[src/rtl/pc_unit.sv]
// Fetch-stage program counter with prioritised redirects (exception, stall,
// register jump, return, jump/call, branch) and a circular return-address stack.
module pc_unit #(
    parameter int unsigned ADDR_WIDTH   = 32,
    parameter int unsigned INCR         = 1,
    parameter int unsigned RESET_VECTOR = 0,
    parameter int unsigned EXC_VECTOR   = 32'h10,
    parameter int unsigned RAS_DEPTH    = 4
) (
    input  logic                          clock,
    input  logic                          reset,
    input  logic                          stall,
    input  logic                          exception,
    input  logic                          Branch,
    input  logic                          Zero,
    input  logic [ADDR_WIDTH-1:0]         extended,
    input  logic                          jump,
    input  logic                          call,
    input  logic [ADDR_WIDTH-1:0]         jump_target,
    input  logic                          jr,
    input  logic [ADDR_WIDTH-1:0]         jr_target,
    input  logic                          ret,
    output logic [ADDR_WIDTH-1:0]         IM_Address,
    output logic [$clog2(RAS_DEPTH):0]    ras_count,
    output logic                          ras_empty,
    output logic                          ras_overflow
);

    localparam int unsigned PTR_W = $clog2(RAS_DEPTH);
    localparam int unsigned CNT_W = PTR_W + 1;

    localparam logic [ADDR_WIDTH-1:0] INCR_C  = ADDR_WIDTH'(INCR);
    localparam logic [ADDR_WIDTH-1:0] RESET_C = ADDR_WIDTH'(RESET_VECTOR);
    localparam logic [ADDR_WIDTH-1:0] EXC_C   = ADDR_WIDTH'(EXC_VECTOR);
    localparam logic [CNT_W-1:0]      FULL_C  = CNT_W'(RAS_DEPTH);

    logic [ADDR_WIDTH-1:0] pc_r;
    logic [ADDR_WIDTH-1:0] ras_mem_r [RAS_DEPTH];
    logic [PTR_W-1:0]      ptr_r;
    logic [CNT_W-1:0]      count_r;
    logic                  empty_r;
    logic                  overflow_r;

    logic [ADDR_WIDTH-1:0] pc_next_s;
    logic [ADDR_WIDTH-1:0] seq_pc_s;
    logic [PTR_W-1:0]      ptr_next_s;
    logic [CNT_W-1:0]      count_next_s;
    logic                  overflow_next_s;
    logic                  push_s;
    logic                  pop_s;

    assign seq_pc_s = pc_r + INCR_C;

    // Next-PC selection by strict priority; only the winning source may push or pop.
    always_comb begin
        pc_next_s = seq_pc_s;
        push_s    = 1'b0;
        pop_s     = 1'b0;
        if (exception) begin
            pc_next_s = EXC_C;
        end else if (stall) begin
            pc_next_s = pc_r;
        end else if (jr) begin
            pc_next_s = jr_target;
        end else if (ret) begin
            // An empty stack falls back to the register target rather than stale data.
            if (count_r != {CNT_W{1'b0}}) begin
                pc_next_s = ras_mem_r[ptr_r - PTR_W'(1)];
                pop_s     = 1'b1;
            end else begin
                pc_next_s = jr_target;
            end
        end else if (jump) begin
            pc_next_s = jump_target;
            push_s    = call;
        end else if (Branch && Zero) begin
            pc_next_s = seq_pc_s + extended;
        end else begin
            pc_next_s = seq_pc_s;
        end
    end

    // Stack bookkeeping: a push onto a full stack overwrites the oldest entry.
    always_comb begin
        ptr_next_s      = ptr_r;
        count_next_s    = count_r;
        overflow_next_s = overflow_r;
        if (push_s) begin
            ptr_next_s = ptr_r + PTR_W'(1);
            if (count_r == FULL_C) begin
                overflow_next_s = 1'b1;
            end else begin
                count_next_s = count_r + CNT_W'(1);
            end
        end else if (pop_s) begin
            ptr_next_s   = ptr_r - PTR_W'(1);
            count_next_s = count_r - CNT_W'(1);
        end else begin
            ptr_next_s   = ptr_r;
            count_next_s = count_r;
        end
    end

    // Architectural state registers.
    always_ff @(posedge clock or posedge reset) begin
        if (reset) begin
            pc_r       <= RESET_C;
            ptr_r      <= {PTR_W{1'b0}};
            count_r    <= {CNT_W{1'b0}};
            empty_r    <= 1'b1;
            overflow_r <= 1'b0;
        end else begin
            pc_r       <= pc_next_s;
            ptr_r      <= ptr_next_s;
            count_r    <= count_next_s;
            empty_r    <= (count_next_s == {CNT_W{1'b0}});
            overflow_r <= overflow_next_s;
        end
    end

    // Stack storage; contents are don't-care after reset.
    always_ff @(posedge clock) begin
        if (push_s) begin
            ras_mem_r[ptr_r] <= seq_pc_s;
        end
    end

    assign IM_Address   = pc_r;
    assign ras_count    = count_r;
    assign ras_empty    = empty_r;
    assign ras_overflow = overflow_r;

endmodule

[config.mk]
export PLATFORM = sky130hd
export DESIGN_NAME = pc_unit
export DESIGN_NICKNAME = d
export VERILOG_FILES = /design/src/rtl/pc_unit.sv
export SDC_FILE = /design/constraint.sdc
export NUM_CORES = 1
export LEC_CHECK = 0
export ABC_CLOCK_PERIOD_IN_PS = 4059
export CAP_MARGIN = 5
export CORE_MARGIN = 1.5
export CORE_UTILIZATION = 50
export DETAILED_ROUTE_END_ITERATION = 7
export PLACE_DENSITY = 0.73
export SETUP_SLACK_MARGIN = 0.1
export SYNTH_ARGS = -nofsm -noshare
export SYNTH_HDL_FRONTEND = slang
export SYNTH_SLANG_ARGS = --single-unit
[constraint.sdc]
create_clock -name clock -period 4.06 [get_ports clock]
set_input_delay 0.812 -clock clock [delete_from_list [all_inputs] [get_ports clock]]
set_output_delay 0.812 -clock clock [all_outputs]
set_load 0.03 [all_outputs]
==> results of run 1 <==
worst max-delay path, cell delays in order, from the launching register on:
cell	delay (ns)
dfrtp_1	0.36
and4_1	0.25
and3_4	0.25
nand4_4	0.20
nor3_1	0.29
xor2_1	0.22
ha_1	0.33
a21o_1	0.19
a21o_1	0.17
a221o_1	0.35
nand3_1	0.09
nand2_1	0.06
a31oi_2	0.27
a2111oi_1	0.16
a311oi_2	0.24
mux2i_1	0.22
nor2_1	0.06
routing by layer:
layer / up-vias / part of all wire, %
met4: 0 / 2.5
li1: 3663 / -
met5: - / 0
met3: 52 / 9.1
met2: 448 / 46
met1: 4032 / 42
cell families after synthesis:
kind of cell / share of synthesized area [%]
DFF: 48.5
adders and majority gates: 5.99
and+or+nand+nor: 12.5
AOI/OAI and AO/OA: 16.9
muxes: 7.66
buffers and inverters: 3.25
xor gates and xnor gates: 5.26
flip-flops by register name, summed over array words and instances, names as in the netlist:
signal / cells
ras_mem_r: 128
IM_Address: 32
ras_count: 3
ptr_r: 2
ras_empty: 1
ras_overflow: 1
power by group through the flow:
| stage | Combinational [W] | Sequential, W | Clock [W] |
|---|---|---|---|
| finish | 0.00217 | 0.00204 | 0.00167 |
| global route | 0.00232 | 0.00204 | 0.00175 |
| CTS | 0.00213 | 0.00203 | 0.00168 |
| detailed placement | 0.00212 | 0.00207 | 0 |
| global placement | 0.00210 | 0.00206 | 0 |
| floorplan | 0.00131 | 0.00217 | 0 |
timing repair:
action / in CTS / in global routing
hold buffers: 0 / 0
pin swaps: 0 / 2
gates resized for setup: 1 / 19
endpoints found under the setup margin: 1 / 10
setup buffers: 0 / 2
synth_stat cells, types with 13 or more instances:
cell and count:
mux4_2 32, nand3_1 18, clkbuf_1 30, edfxtp_1 128, a21oi_1 64, o21ai_0 29
dfrtp_1 38, nor3_1 20, xnor2_1 35, inv_1 23, o21ai_1 13, ha_1 46
xor2_1 21, nor2_1 76, nand2_1 70, o221ai_1 20
stage by stage:
step / instance area, um2 / util [%]
2_1_floorplan: 9950 / -
3_3_place_gp: 11900 / 61.4
3_5_place_dp: 11900 / 61.4
4_1_cts: 12500 / 64.5
5_1_grt: 12700 / 65.0
6_report: 12700 / 65.0
final cells by class:
class,instances,share of cell area (%)
Multi-Input combinational cell,626,38.8
Sequential cell,167,38.1
Timing Repair Buffer,201,15.0
Clock buffer,21,3.56
Tap cell,265,2.62
Clock inverter,11,1.18
Inverter,24,0.712
cells in the final DEF, fill, tap and decap left out, drive strengths merged, types with 22 or more instances in the layout:
master and instances:
nor3 22, mux4 32, clkdlybuf4s50 142, nor2 78, o21ai 45, inv 24
nand2 71, buf 59, a21oi 65, xnor2 37, edfxtp 128, dfrtp 38
ha 46
worst max path at each step:
stage | end | slack (ns) | depth (start not counted)
after floorplan | IM_Address[31] | 0.18 | 17
after global placement | IM_Address[28] | 0.22 | 15
after detailed placement | IM_Address[28] | 0.08 | 15
after CTS | IM_Address[28] | 0.11 | 15
after global routing | IM_Address[31] | 0.04 | 17
final | IM_Address[31] | 0.23 | 16
==> reports/results.txt, run 1 <==
Post-synth EDFFs -> 128
crit path max fanout -> 6
Worst-Margin Slew -> 0.863 ns
Synth Warn # -> 0
Most used DFF post-synth -> edfxtp_1
Fin. Hold Viols -> 0
Max Slew Vio Count -> 0
Min-Delay Path Depth -> 1
Routed WL -> 31,100 um
core area -> 19,500 um2
Die Height -> 144 um
Netlist cell types -> 85
Worst Path Required -> 4.37 ns
TNS Setup -> 0 ns
final worst slack -> 0.231 ns
Port Buffers -> 142
CTS root buf -> clkbuf_16
worst hold endpoint -> ras_overflow
GR peak layer -> met2
Rel. slew slack -> 42.1%
DRC viols -> 0
Max clock buf depth -> 2
asr flop ratio synth -> 23.4%
Hold Slack -> 0.474 ns
met2 usage -> 48.4%
Mean Syn Cell Area -> 11.6 um2
Final Cycle Share -> 94.3%
syn nets -> 1,013
n_diodes -> 0
combinational cell fraction of total power -> 36.9%
sequential-to-total area share from yosys stat -> 48.5%
synthesized cell area -> 9950 um2
ranking of synthesized cells by area -> edfxtp_1, dfrtp_1, mux4_2
Die Wd -> 144 um
CTS tree -> built
hold wc startpoint -> ras_overflow
H-tree depth -> 4
GRT Residual Overflow -> 0
P per Cell Area -> 464 nW/um2
WS Path Type -> flip-flop to flip-flop
static leakage -> 4.72 nW
r2r setup slk -> 0.23 ns
post-route insts no fill -> 1,315
GRT Total Usage -> 30.9%
multi-input logic area -> 4910 um2
largest net degree at the start of global routing -> 36
met3 Usage GRT -> 4.67%
final clock skew -> 0.00987 ns
area delta synth->final -> 27.2%
number of vias per cell -> 6.23
CTS Buf Count -> 17
initial antenna violation count -> 0
share of layout cells above drive strength 1 -> 17.0%
worst r2r dst -> IM_Address[31]
maximum VDD drop -> 0.335 mV
first-pass GRT wire length -> 46,600 um
RSZ-0062 raised after global routing -> true
Iter 0 DRT Violations -> 930
reg2reg path depth -> 16
Arr. time, crit path -> 4.14 ns
Hold Path Class -> flip-flop to flip-flop
maxcap violations -> 0
Core Rows -> 51
Worst setup EP type -> flip-flop
Final min period -> 3.83 ns
switching power -> 0.00196 W
met1 GRT Util -> 43.9%
Switching Fraction -> 33.4%
Synth Instances -> 860
Total Nets Final -> 1,190
drt first pass iters -> 6
CP startpoint -> IM_Address[2]
sequential cell area -> 4820 um2
Final HPWL DP -> 21,800 um
routed length per instance -> 23.7 um
Design Power -> 0.00587 W
fmax -> 261 MHz
post-synthesis register bit count -> 167
I/O pins -> 143
DP Worst Slack -> 0.0788 ns
Reg power frac -> 34.7%
Sink Count -> 167
largest area contributor in the netlist -> edfxtp_1
vias in the first global route -> 7,947
top cell type's share of synthesized area -> 38.6%
Int Power -> 0.00391 W
Setup crit start kind -> flip-flop
Clock transition at path regs -> 0.06 ns
vias post-DR -> 8,195
global placement routability congestion -> 0.980
antenna viol nets, final -> 0
dpl cells -> 1,281
status -> completed
Total Die Area -> 20,700 um2
# setup viols final -> 0
clk_lat worst skew -> 0.43 ns
Reg2Reg Launch Point -> IM_Address[2]
Clock Power Share -> 28.4%
Fillers -> 1,541
starting density of the core -> 51.1%
(Power assumes the default switching activity.)
==> run 2: changes to the inputs <==
ABC_CLOCK_PERIOD_IN_PS = unset   (was 4059)
==> results of run 2 <==
The final DEF is identical to that of run 1; final timing and power are the same.
==> run 3: changes to the inputs <==
HOLD_SLACK_MARGIN = 0.06   (was unset)
==> results of run 3 <==
The final DEF is identical to that of run 1; final timing and power are the same.
